<file path="src/rtl/spi_slave.sv">
`default_nettype none
// ============================================================================
// Module : spi_slave
// SPI responder that turns rw/address/data frames into register write strobes
// and read requests.
// Rev    : 1.0
// ============================================================================
module spi_slave #(
    parameter int DATA_WIDTH    = 16,
    parameter int ADDRESS_WIDTH = 15,
    parameter int SYNC_STAGES   = 2
) (
    input  logic                     clock,
    input  logic                     reset,
    input  logic                     clock_polarity,
    input  logic                     clock_phase,
    input  logic                     serial_clock,
    input  logic                     chip_select,
    input  logic                     serial_in,
    output logic                     serial_out,
    output logic                     serial_out_enable,
    output logic                     write_valid,
    output logic [ADDRESS_WIDTH-1:0] write_address,
    output logic [DATA_WIDTH-1:0]    write_data,
    output logic                     read_request,
    output logic [ADDRESS_WIDTH-1:0] read_address,
    input  logic [DATA_WIDTH-1:0]    read_data,
    output logic                     busy,
    output logic                     frame_error
);

    localparam int                 c_CNT_W      = $clog2(ADDRESS_WIDTH + DATA_WIDTH + 2);
    localparam logic [c_CNT_W-1:0] c_CMD_LAST   = c_CNT_W'(ADDRESS_WIDTH);
    localparam logic [c_CNT_W-1:0] c_FRAME_LAST = c_CNT_W'(ADDRESS_WIDTH + DATA_WIDTH);

    typedef enum logic [2:0] {
        S_IDLE       = 3'd0,
        S_COMMAND    = 3'd1,
        S_WRITE_DATA = 3'd2,
        S_READ_DATA  = 3'd3,
        S_DONE       = 3'd4
    } state_t;

    state_t                   r_state;
    state_t                   w_state_next;

    logic [SYNC_STAGES-1:0]   r_sclk_sync;
    logic [SYNC_STAGES-1:0]   r_cs_sync;
    logic [SYNC_STAGES-1:0]   r_sdi_sync;
    logic [SYNC_STAGES-1:0]   r_sync_valid;
    logic                     r_sclk_prev;
    logic                     r_armed;

    logic [c_CNT_W-1:0]       r_bit_cnt;
    logic [ADDRESS_WIDTH-1:0] r_cmd;
    logic [DATA_WIDTH-1:0]    r_shift;

    logic                     r_serial_out;
    logic                     r_write_valid;
    logic                     r_read_request;
    logic                     r_frame_error;
    logic [ADDRESS_WIDTH-1:0] r_write_address;
    logic [ADDRESS_WIDTH-1:0] r_read_address;
    logic [DATA_WIDTH-1:0]    r_write_data;

    logic                     w_sclk;
    logic                     w_cs_active;
    logic                     w_busy;
    logic                     w_sdi;
    logic                     w_lead;
    logic                     w_trail;
    logic                     w_sample;
    logic                     w_shift;
    logic [ADDRESS_WIDTH:0]   w_cmd_next;
    logic [DATA_WIDTH-1:0]    w_data_next;

    logic                     w_cnt_clr;
    logic                     w_cnt_inc;
    logic                     w_cmd_shift;
    logic                     w_data_shift;
    logic                     w_tx_shift;
    logic                     w_write_done;
    logic                     w_read_req;
    logic                     w_abort;

    // serial_clock is normalised against CPOL before synchronising, so idle is
    // always 0: leading edge = rise, trailing edge = fall.
    assign w_sclk      = r_sclk_sync[SYNC_STAGES-1];
    assign w_cs_active = ~r_cs_sync[SYNC_STAGES-1];
    assign w_sdi       = r_sdi_sync[SYNC_STAGES-1];
    assign w_lead      = w_sclk & ~r_sclk_prev;
    assign w_trail     = ~w_sclk & r_sclk_prev;
    assign w_sample    = clock_phase ? w_trail : w_lead;
    assign w_shift     = clock_phase ? w_lead : w_trail;
    assign w_busy      = w_cs_active & r_armed;
    assign w_cmd_next  = {r_cmd, w_sdi};
    assign w_data_next = {r_shift[DATA_WIDTH-2:0], w_sdi};

    // r_armed only sets once a genuine high chip_select has passed the
    // synchronizer, so a reset in mid-frame waits for a fresh falling edge.
    always_ff @(posedge clock or posedge reset) begin
        if (reset) begin
            r_sclk_sync  <= '0;
            r_cs_sync    <= '1;
            r_sdi_sync   <= '0;
            r_sync_valid <= '0;
            r_sclk_prev  <= 1'b0;
            r_armed      <= 1'b0;
        end else begin
            r_sclk_sync  <= {r_sclk_sync[SYNC_STAGES-2:0], serial_clock ^ clock_polarity};
            r_cs_sync    <= {r_cs_sync[SYNC_STAGES-2:0], chip_select};
            r_sdi_sync   <= {r_sdi_sync[SYNC_STAGES-2:0], serial_in};
            r_sync_valid <= {r_sync_valid[SYNC_STAGES-2:0], 1'b1};
            r_sclk_prev  <= w_sclk;
            if (r_sync_valid[SYNC_STAGES-1] && !w_cs_active) begin
                r_armed <= 1'b1;
            end
        end
    end

    always_ff @(posedge clock or posedge reset) begin
        if (reset) begin
            r_state <= S_IDLE;
        end else begin
            r_state <= w_state_next;
        end
    end

    always_comb begin
        w_state_next = r_state;
        w_cnt_clr    = 1'b0;
        w_cnt_inc    = 1'b0;
        w_cmd_shift  = 1'b0;
        w_data_shift = 1'b0;
        w_tx_shift   = 1'b0;
        w_write_done = 1'b0;
        w_read_req   = 1'b0;
        w_abort      = 1'b0;
        case (r_state)
            S_IDLE: begin
                w_cnt_clr = 1'b1;
                if (w_busy) begin
                    w_state_next = S_COMMAND;
                end
            end
            S_COMMAND: begin
                if (!w_cs_active) begin
                    w_abort      = 1'b1;
                    w_state_next = S_IDLE;
                end else if (w_sample) begin
                    w_cmd_shift = 1'b1;
                    w_cnt_inc   = 1'b1;
                    if (r_bit_cnt == c_CMD_LAST) begin
                        if (w_cmd_next[ADDRESS_WIDTH]) begin
                            w_read_req   = 1'b1;
                            w_state_next = S_READ_DATA;
                        end else begin
                            w_state_next = S_WRITE_DATA;
                        end
                    end
                end
            end
            S_WRITE_DATA: begin
                if (!w_cs_active) begin
                    w_abort      = 1'b1;
                    w_state_next = S_IDLE;
                end else if (w_sample) begin
                    w_data_shift = 1'b1;
                    w_cnt_inc    = 1'b1;
                    if (r_bit_cnt == c_FRAME_LAST) begin
                        w_write_done = 1'b1;
                        w_state_next = S_DONE;
                    end
                end
            end
            S_READ_DATA: begin
                if (!w_cs_active) begin
                    w_abort      = 1'b1;
                    w_state_next = S_IDLE;
                end else begin
                    if (w_sample) begin
                        w_cnt_inc = 1'b1;
                        if (r_bit_cnt == c_FRAME_LAST) begin
                            w_state_next = S_DONE;
                        end
                    end
                    if (w_shift) begin
                        w_tx_shift = 1'b1;
                    end
                end
            end
            S_DONE: begin
                if (!w_cs_active) begin
                    w_state_next = S_IDLE;
                end
            end
            default: begin
                w_state_next = S_IDLE;
            end
        endcase
    end

    // One shift register serves both directions: it fills from MOSI on writes
    // and is loaded from read_data, then drained MSB-first, on reads.
    always_ff @(posedge clock or posedge reset) begin
        if (reset) begin
            r_bit_cnt       <= '0;
            r_cmd           <= '0;
            r_shift         <= '0;
            r_serial_out    <= 1'b0;
            r_write_valid   <= 1'b0;
            r_read_request  <= 1'b0;
            r_frame_error   <= 1'b0;
            r_write_address <= '0;
            r_write_data    <= '0;
            r_read_address  <= '0;
        end else begin
            r_write_valid  <= w_write_done;
            r_read_request <= w_read_req;
            r_frame_error  <= w_abort;

            if (w_cnt_clr) begin
                r_bit_cnt <= '0;
            end else if (w_cnt_inc) begin
                r_bit_cnt <= r_bit_cnt + c_CNT_W'(1);
            end

            if (w_cmd_shift) begin
                r_cmd <= w_cmd_next[ADDRESS_WIDTH-1:0];
            end
            if (w_read_req) begin
                r_read_address <= w_cmd_next[ADDRESS_WIDTH-1:0];
            end

            if (r_read_request) begin
                r_shift <= read_data;
            end else if (w_data_shift) begin
                r_shift <= w_data_next;
            end else if (w_tx_shift) begin
                r_shift <= {r_shift[DATA_WIDTH-2:0], 1'b0};
            end

            if (w_write_done) begin
                r_write_address <= r_cmd;
                r_write_data    <= w_data_next;
            end

            if (w_state_next != S_READ_DATA) begin
                r_serial_out <= 1'b0;
            end else if (w_tx_shift) begin
                r_serial_out <= r_shift[DATA_WIDTH-1];
            end
        end
    end

    assign serial_out        = r_serial_out;
    assign serial_out_enable = w_busy;
    assign busy              = w_busy;
    assign write_valid       = r_write_valid;
    assign write_address     = r_write_address;
    assign write_data        = r_write_data;
    assign read_request      = r_read_request;
    assign read_address      = r_read_address;
    assign frame_error       = r_frame_error;

endmodule
`default_nettype wire

</file>
<file path="config.mk">
export PLATFORM = sky130hd
export DESIGN_NAME = spi_slave
export DESIGN_NICKNAME = d
export VERILOG_FILES = /design/src/rtl/spi_slave.sv
export SDC_FILE = /design/constraint.sdc
export NUM_CORES = 1
export LEC_CHECK = 0
export ABC_AREA = 1
export BUFFER_PORTS_ARGS = -buffer_cell sky130_fd_sc_hd__buf_2
export CORE_MARGIN = 3
export CORE_UTILIZATION = 25
export DETAILED_ROUTE_END_ITERATION = 10
export GPL_ROUTABILITY_DRIVEN = 0
export PLACE_DENSITY_LB_ADDON = 0.25
export REMOVE_ABC_BUFFERS = 1
export SETUP_SLACK_MARGIN = 0.2
export SYNTH_ARGS = -nofsm -noshare
export SYNTH_HDL_FRONTEND = slang
export SYNTH_SLANG_ARGS = --single-unit
export TNS_END_PERCENT = 20
</file>
<file path="constraint.sdc">
create_clock -name clock -period 3.95 [get_ports clock]
set_clock_uncertainty 0.05 [all_clocks]
set_input_delay 0 -clock clock [delete_from_list [all_inputs] [get_ports clock]]
set_output_delay 0 -clock clock [all_outputs]
set_load 0.05 [all_outputs]
</file>
==> results of run 1 <==
==> per-layer routing <==
layer	GRT usage (%)	wire [µm]	vias up
li1	-	-	1574
met1	13.5	4190	1410
met2	17.4	4250	61
met3	3.54	498	11
met4	3.56	112	0
met5	0	0	-
==> Yosys cell counts <==
library cell / instances / area, µm²
nand2_1: 128 / 480
dfrtp_1: 98 / 2450
inv_1: 51 / 191
o21ai_0: 36 / 180
o21ai_1: 36 / 180
o21ai_2: 25 / 219
nand3_1: 11 / 55.1
buf_2: 9 / 45.0
nor2_1: 7 / 26.3
a21oi_1: 5 / 25.0
nor2_2: 5 / 31.3
buf_6: 4 / 45.0
clkbuf_1: 4 / 15.0
buf_4: 3 / 22.5
inv_2: 3 / 11.3
nand3_2: 3 / 30.0
nand4_1: 3 / 18.8
dfstp_2: 2 / 52.6
a31oi_1: 1 / 6.26
conb_1: 1 / 3.75
ha_1: 1 / 12.5
nand3_4: 1 / 17.5
nor2_4: 1 / 11.3
o21a_1: 1 / 7.51
xor2_1: 1 / 8.76
==> path summary, 6_finish.rpt <==
check                                start                 to  slack [ns]
min                            clock_phase         serial_out        0.12
min reg2reg                r_sync_valid[0]    r_sync_valid[1]        0.30
max reg2reg                 r_sclk_sync[1]           r_cmd[2]        2.00
min in group asynchronous            reset         r_shift[9]        0.38
max in group asynchronous            reset  write_address[10]        2.56
max                         r_sclk_sync[1]           r_cmd[2]        2.00
==> layout by cell type (no fill, tap or decap), types with 5 or more instances in the layout <==
cell type | netlist | routed
a21oi_1 | 5 | 5
buf_2 | 9 | 74
clkbuf_16 | 0 | 9
dfrtp_1 | 98 | 98
dlygate4sd3_1 | 0 | 21
inv_1 | 51 | 50
nand2_1 | 128 | 128
nand3_1 | 11 | 11
nor2_1 | 7 | 7
nor2_2 | 5 | 5
o21ai_0 | 36 | 36
o21ai_1 | 36 | 36
o21ai_2 | 25 | 25
==> worst max-delay path: stages (launching register included) <==
cell,delay [ns]
dfrtp_1,0.40
inv_1,0.08
nand3_1,0.06
nand2_1,0.32
nand2_1,0.56
o21ai_0,0.37
==> logic make-up after synthesis <==
| kind of cell | Yosys count |
|---|---|
| AO/OA/AOI/OAI | 104 |
| XOR/XNOR | 1 |
| adder cells (fa/ha/maj) | 1 |
| buffers and inverters | 74 |
| flip-flops | 100 |
| other | 1 |
| AND/OR/NAND/NOR | 159 |
==> state kept, by name (all words and copies together), names as in the netlist <==
| signal | count |
|---|---|
| r_armed | 1 |
| write_address | 15 |
| read_request | 1 |
| write_valid | 1 |
| r_sclk_prev | 1 |
| r_bit_cnt | 6 |
| r_cmd | 15 |
| serial_out | 1 |
| r_cs_sync | 2 |
| r_sync_valid | 2 |
| read_address | 15 |
| r_state | 3 |
| r_shift | 16 |
| frame_error | 1 |
| write_data | 16 |
| r_sclk_sync | 2 |
| r_sdi_sync | 2 |
==> power by group <==
group          switching (µW)  internal (µW)  total, µW  leakage, µW
combinational            94.4           44.0        138      0.00110
sequential               17.4           1050       1070      0.00128
clock                     383            511        894     0.000146
==> per-stage QoR <==
step | utilization (%) | instances | instance area (µm²) | hold WS, ns | power [µW]
final | 32.4 | 750 | 5200 | 0.115 | 2100
after global routing | 32.4 | 750 | 5200 | 0.169 | 2220
after CTS | 32.4 | 750 | 5200 | 0.104 | 2160
after detailed placement | 29.2 | 713 | 4690 | 0.0568 | 1220
after global placement | 29.2 | 713 | 4690 | 0.0583 | 1210
after floorplan | - | 420 | 4020 | -0.0455 | 1170
==> layout make-up <==
cell class	instances	area share, %
timing repair buffer	98	11.6
multi-input combinational	266	25.3
inverter	54	3.95
sequential	100	48.2
clock buffer	11	4.67
clock inverter	5	1.15
tap	216	5.20
==> flow_summary.html, run 1 <==
<table>
<tr><th>Metric</th><th>Value</th></tr>
<tr><th colspan="2">Critical path</th></tr>
<tr><td>Length in cells of the worst reg-to-reg path</td><td>5</td></tr>
<tr><td>Required time of the worst setup path</td><td>4.15 ns</td></tr>
<tr><td>Largest driver fanout on the critical path</td><td>30</td></tr>
<tr><td>CP Data Arrival Time</td><td>roughly 2.2 ns</td></tr>
<tr><td>Kind of end point of the critical path</td><td>flop</td></tr>
<tr><td>Startpoint class of the critical path</td><td>flop</td></tr>
<tr><td>Worst Path Class, Setup</td><td>flop to flop</td></tr>
<tr><th colspan="2">Drt</th></tr>
<tr><td>Drc violations</td><td>0</td></tr>
<tr><td>Via count</td><td>just over 3k</td></tr>
<tr><td>Mean number of vias per cell</td><td>around 4.1</td></tr>
<tr><td>Detail-routed net length per standard cell</td><td>around 12 µm</td></tr>
<tr><td>ANT nets after route</td><td>0</td></tr>
<tr><td>Iter 0 DRT Violations</td><td>between 100 and 150</td></tr>
<tr><td>Total iterations of the first detailed-routing run</td><td>4</td></tr>
<tr><td>Total wire length after detailed routing</td><td>9050 µm</td></tr>
<tr><th colspan="2">Floorplanning</th></tr>
<tr><td>DIE WIDTH</td><td>135 µm</td></tr>
<tr><td>DIE HEIGHT</td><td>about 130 µm</td></tr>
<tr><td>Top-Level Pins</td><td>75</td></tr>
<tr><td>Starting density of the core</td><td>about 26%</td></tr>
<tr><td>Core area</td><td>roughly 16,000 µm²</td></tr>
<tr><td>Cell row count</td><td>46</td></tr>
<tr><td>Die Area</td><td>18,200 µm²</td></tr>
<tr><th colspan="2">Clock tree</th></tr>
<tr><td>Clock slew seen by the registers of the worst setup and hold paths</td><td>0.07 ns</td></tr>
<tr><td>Clk Latency, worst-skew pair</td><td>0.34 ns</td></tr>
<tr><td>Cell at the root of the clock tree</td><td>clkbuf_16</td></tr>
<tr><td>CTS H-Tree Depth</td><td>3</td></tr>
<tr><td>Number of buffers added to fix hold violations after cts</td><td>21</td></tr>
<tr><td>Num CTS Buffers</td><td>9</td></tr>
<tr><td>Setup repair bufs after CTS</td><td>0</td></tr>
<tr><td>Number of gates resized after CTS</td><td>0</td></tr>
<tr><td>TritonCTS clock tree</td><td>yes</td></tr>
<tr><td>Number of buffers on the longest clock path</td><td>2</td></tr>
<tr><td>Clock Sinks</td><td>100</td></tr>
<tr><th colspan="2">Global routing</th></tr>
<tr><td>Wire length of the first global-routing pass</td><td>around 16,000 µm</td></tr>
<tr><td>Antenna violations before repair</td><td>0</td></tr>
<tr><td>Pin count of the biggest net entering global routing</td><td>78</td></tr>
<tr><td>GRT Resource Usage Total</td><td>10.7%</td></tr>
<tr><td>Via count of the first global-routing pass</td><td>~3.2k</td></tr>
<tr><td>Overflow left after global routing</td><td>0</td></tr>
<tr><th colspan="2">Yosys</th></tr>
<tr><td>Fraction of the mapped netlist area in compound gates</td><td>between 10% and 20%</td></tr>
<tr><td>Distinct cell type count of the synthesized netlist</td><td>25</td></tr>
<tr><td>Syn avg cell area</td><td>~9.4 µm²</td></tr>
<tr><td>Count of synthesis-stage warnings from yosys</td><td>0</td></tr>
<tr><td>Combinational family with the most area after synthesis</td><td>simple AND/OR/NAND/NOR gates</td></tr>
<tr><td>XOR/XNOR Fraction of Synth Area</td><td>less than 1%</td></tr>
<tr><td>Adder-cell area share of the yosys netlist</td><td>less than 1%</td></tr>
<tr><td>Synthesized flop and latch total</td><td>100</td></tr>
<tr><td>Fraction of the yosys area taken by sequential cells</td><td>60.4%</td></tr>
<tr><td>Post-synthesis share of cell area spent on and, or, nand and nor gates</td><td>16.2%</td></tr>
<tr><td>Post-synthesis mux area share</td><td>0%</td></tr>
<tr><td>Cells after Synth</td><td>440</td></tr>
<tr><td>Netlist area before placement</td><td>between 4000 and 5000 µm²</td></tr>
<tr><th colspan="2">STA</th></tr>
<tr><td>Setup repair after global routing missed its margin</td><td>no</td></tr>
<tr><td>Fin Setup TNS</td><td>0 ns</td></tr>
<tr><td>Final hold violations</td><td>0</td></tr>
<tr><td>Worst slew pin tran</td><td>0.977 ns</td></tr>
<tr><td>Final setup slack of the worst path</td><td>between 1.5 and 2 ns</td></tr>
<tr><td>Count of endpoints failing setup in the final report</td><td>0</td></tr>
<tr><td>Final Critical Period</td><td>1.95 ns</td></tr>
<tr><td>Slew HR</td><td>between 30% and 40%</td></tr>
<tr><td>F_max</td><td>approximately 0.5 GHz</td></tr>
<tr><td>Period Utilization, post-route</td><td>49.5%</td></tr>
<tr><td>Pins Over Slew Limit</td><td>0</td></tr>
<tr><th colspan="2">Hold path</th></tr>
<tr><td>Hold WC Path Type</td><td>input pin to flop</td></tr>
<tr><td>Min-Delay Path Depth</td><td>8</td></tr>
<tr><th colspan="2">Cells and area</th></tr>
<tr><td>Area used by multi-input combinational logic</td><td>between 1000 and 1500 µm²</td></tr>
<tr><td>Area of all sequential standard cells</td><td>2500 µm²</td></tr>
<tr><td>Number of nets in the finished design</td><td>~550</td></tr>
<tr><td>Ratio of cells with drive above 1 in the final layout</td><td>between 20 and 25%</td></tr>
<tr><td>Number of antenna cells inserted</td><td>0</td></tr>
<tr><td>Synthesis-to-layout area growth</td><td>25.3%</td></tr>
<tr><td>Number of inserted filler cells in the final layout</td><td>1,668</td></tr>
<tr><th colspan="2">Power and ir drop</th></tr>
<tr><td>IR drop worst, VDD</td><td>0.240 mV</td></tr>
<tr><td>Static power due to leakage</td><td>0.00253 µW</td></tr>
<tr><td>Power per Cell Area</td><td>404 nW/µm²</td></tr>
<tr><th colspan="2">Place</th></tr>
<tr><td>DP HPWL</td><td>slightly below 6000 µm</td></tr>
<tr><td>Pre-CTS setup slack</td><td>a little under 2 ns</td></tr>
<tr><td>Port bufs</td><td>74</td></tr>
<tr><th colspan="2">Job</th></tr>
<tr><td>Number of max-cap violations</td><td>0</td></tr>
<tr><th colspan="2">Run status</th></tr>
<tr><td>Status</td><td>finished clean</td></tr>
</table>
Power figures use the tool's default switching activity.
==> run 2, diff against run 1 <==
==> constraint.sdc (replaced) <==
create_clock -name clock -period 1.9 [get_ports clock]
set_clock_uncertainty 0.05 [all_clocks]
set_input_delay 0 -clock clock [delete_from_list [all_inputs] [get_ports clock]]
set_output_delay 0 -clock clock [all_outputs]
set_load 0.05 [all_outputs]
==> flow_summary.html, run 2 (synthesis gave the netlist of run 1 again) <==
<table>
<tr><th>Metric</th><th>Value</th></tr>
<tr><th colspan="2">Run status</th></tr>
<tr><td>Status</td><td>finished clean</td></tr>
<tr><th colspan="2">Critical path</th></tr>
<tr><td>CP Data Arrival Time</td><td>between 1.5 and 2 ns</td></tr>
<tr><td>Worst Path Class, Setup</td><td>flop to flop</td></tr>
<tr><td>Largest driver fanout on the critical path</td><td>15</td></tr>
<tr><td>Source of the critical timing path</td><td>r_bit_cnt[0]</td></tr>
<tr><td>Launch point of the worst reg-to-reg path</td><td>r_bit_cnt[0]</td></tr>
<tr><td>Length in cells of the worst reg-to-reg path</td><td>9</td></tr>
<tr><td>Startpoint class of the critical path</td><td>flop</td></tr>
<tr><td>Kind of end point of the critical path</td><td>flop</td></tr>
<tr><td>Required time of the worst setup path</td><td>2.09 ns</td></tr>
<tr><td>Reg2reg setup slack</td><td>approximately 0.28 ns</td></tr>
<tr><td>Terminus of the critical flop-to-flop path</td><td>read_address[9]</td></tr>
<tr><th colspan="2">Floorplanning</th></tr>
<tr><td>DIE HEIGHT</td><td>between 100 and 150 µm</td></tr>
<tr><td>Core area</td><td>roughly 16,000 µm²</td></tr>
<tr><td>Cell row count</td><td>46</td></tr>
<tr><td>Starting density of the core</td><td>25.8%</td></tr>
<tr><td>Die Area</td><td>18,200 µm²</td></tr>
<tr><td>DIE WIDTH</td><td>roughly 130 µm</td></tr>
<tr><td>Top-Level Pins</td><td>between 70 and 80</td></tr>
<tr><th colspan="2">Drt</th></tr>
<tr><td>Total wire length after detailed routing</td><td>approximately 9800 µm</td></tr>
<tr><td>Detail-routed net length per standard cell</td><td>~13 µm</td></tr>
<tr><td>Via count</td><td>3,193</td></tr>
<tr><td>Iter 0 DRT Violations</td><td>239</td></tr>
<tr><td>Drc violations</td><td>0</td></tr>
<tr><td>Mean number of vias per cell</td><td>4.21</td></tr>
<tr><td>ANT nets after route</td><td>0</td></tr>
<tr><td>Total iterations of the first detailed-routing run</td><td>4</td></tr>
<tr><th colspan="2">Hold path</th></tr>
<tr><td>Min-Delay Path Depth</td><td>8</td></tr>
<tr><td>Start point of the worst hold path</td><td>clock_phase</td></tr>
<tr><td>End point of the worst hold path</td><td>serial_out</td></tr>
<tr><td>Hold WC Path Type</td><td>input pin to flop</td></tr>
<tr><th colspan="2">Global routing</th></tr>
<tr><td>GRT Resource Usage Total</td><td>10.8%</td></tr>
<tr><td>Wire length of the first global-routing pass</td><td>approximately 16,000 µm</td></tr>
<tr><td>Overflow left after global routing</td><td>0</td></tr>
<tr><td>Antenna violations before repair</td><td>0</td></tr>
<tr><td>Via count of the first global-routing pass</td><td>~3.2k</td></tr>
<tr><td>Pin count of the biggest net entering global routing</td><td>62</td></tr>
<tr><th colspan="2">STA</th></tr>
<tr><td>Final Critical Period</td><td>about 1.6 ns</td></tr>
<tr><td>Fin Setup TNS</td><td>0 ns</td></tr>
<tr><td>Setup repair after global routing missed its margin</td><td>yes</td></tr>
<tr><td>Final setup slack of the worst path</td><td>about 0.28 ns</td></tr>
<tr><td>Minimum hold slack</td><td>0.133 ns</td></tr>
<tr><td>Final hold violations</td><td>0</td></tr>
<tr><td>Period Utilization, post-route</td><td>between 80% and 90%</td></tr>
<tr><td>Pins Over Slew Limit</td><td>0</td></tr>
<tr><td>F_max</td><td>slightly above 0.6 GHz</td></tr>
<tr><td>Count of endpoints failing setup in the final report</td><td>0</td></tr>
<tr><th colspan="2">Clock tree</th></tr>
<tr><td>Clk Latency, worst-skew pair</td><td>about 0.34 ns</td></tr>
<tr><td>TritonCTS clock tree</td><td>yes</td></tr>
<tr><td>Num CTS Buffers</td><td>9</td></tr>
<tr><td>CTS H-Tree Depth</td><td>3</td></tr>
<tr><td>Cell at the root of the clock tree</td><td>clkbuf_16</td></tr>
<tr><td>Number of buffers on the longest clock path</td><td>2</td></tr>
<tr><td>Clock Sinks</td><td>100</td></tr>
<tr><td>Clock slew seen by the registers of the worst setup and hold paths</td><td>0.07 ns</td></tr>
<tr><th colspan="2">Place</th></tr>
<tr><td>DP HPWL</td><td>a little over 6000 µm</td></tr>
<tr><td>Pre-CTS setup slack</td><td>0.0222 ns</td></tr>
<tr><td>Port bufs</td><td>74</td></tr>
<tr><th colspan="2">Power and ir drop</th></tr>
<tr><td>Design Power</td><td>4440 µW</td></tr>
<tr><td>Static power due to leakage</td><td>~0.0026 µW</td></tr>
<tr><td>Power per Cell Area</td><td>around 820 nW/µm²</td></tr>
<tr><td>IR drop worst, VDD</td><td>0.481 mV</td></tr>
<tr><th colspan="2">Cells and area</th></tr>
<tr><td>Number of nets in the finished design</td><td>between 500 and 600</td></tr>
<tr><td>Number of antenna cells inserted</td><td>0</td></tr>
<tr><td>Number of inserted filler cells in the final layout</td><td>between 1.5k and 2k</td></tr>
<tr><td>End-of-flow core utilization</td><td>33.6%</td></tr>
<tr><td>Synthesis-to-layout area growth</td><td>30.2%</td></tr>
<tr><td>Most frequent cells in the layout</td><td>127 x nand2_1, 97 x dfrtp_1, 74 x buf_2</td></tr>
<tr><td>Most common library cell in the layout ignoring fill and taps</td><td>nand2_1</td></tr>
<tr><td>Ratio of cells with drive above 1 in the final layout</td><td>between 20% and 30%</td></tr>
<tr><th colspan="2">Job</th></tr>
<tr><td>Number of max-cap violations</td><td>0</td></tr>
</table>
run 2: cell count changes in the layout (fill, tap and decap cells not counted), moves of 2 or more:
cell     before  now
inv_6         1    3
nor2_4        1    4
nor2_2        5    3
buf_4         3    6
nand3_4       1    3
buf_12        0    4
nand3_2       3    1
run 2: area by class of cell:
type	instances	area (µm²)	area share (%)
clock buffer	10	239	4.42
timing repair inverter	1	8.76	0.162
multi-input combinational	266	1360	25.2
tap	216	270	5.00
sequential	100	2510	46.4
clock inverter	6	68.8	1.27
inverter	54	218	4.03
timing repair buffer	106	731	13.5
run 2: worst max-delay path by stage:
stage / end / slack, ns
6_report: read_address[9] / 0.28
5_1_grt: read_address[9] / 0.19
4_1_cts: write_data[1] / 0.20
3_5_place_dp: read_address[9] / 0.02
3_3_place_gp: read_address[3] / 0.11
2_1_floorplan: frame_error / -0.77
run 2: power breakdown:
| group | switching [µW] | internal, µW | leakage [µW] |
|---|---|---|---|
| logic | 200 | 103 | 0.00117 |
| registers | 38.0 | 2190 | 0.00128 |
| clock network | 839 | 1070 | 0.000155 |
run 2: through the flow:
stage	instances	area, µm²
6_report	759	5400
5_1_grt	759	5400
4_1_cts	754	5280
3_5_place_dp	717	4750
3_3_place_gp	717	4750
2_1_floorplan	420	4020
run 2: what timing repair did:
action,CTS,global route
pin swaps,0,2
hold endpoints to repair,76,0
hold buffers,21,0
setup endpoints to repair,41,64
gates cloned,0,2
gates resized for setup,3,11
buffers inserted,0,3
run 2: critical path, stage by stage, from the launching register on:
cell,delay (ns)
dfrtp_2,0.42
ha_4,0.18
nand3_4,0.11
nor2_4,0.16
nand3_4,0.10
nor2_4,0.15
buf_12,0.12
clkinv_8,0.08
nand2_1,0.09
o21ai_2,0.06
run 2: per-layer routing:
| metal | vias to the layer above | track usage (%) | wire length [µm] |
|---|---|---|---|
| li1 | 1593 | - | - |
| met1 | 1516 | 14.0 | 4560 |
| met2 | 74 | 17.2 | 4600 |
| met3 | 10 | 3.46 | 491 |
| met4 | 0 | 3.62 | 143 |
| met5 | - | 0 | 0 |
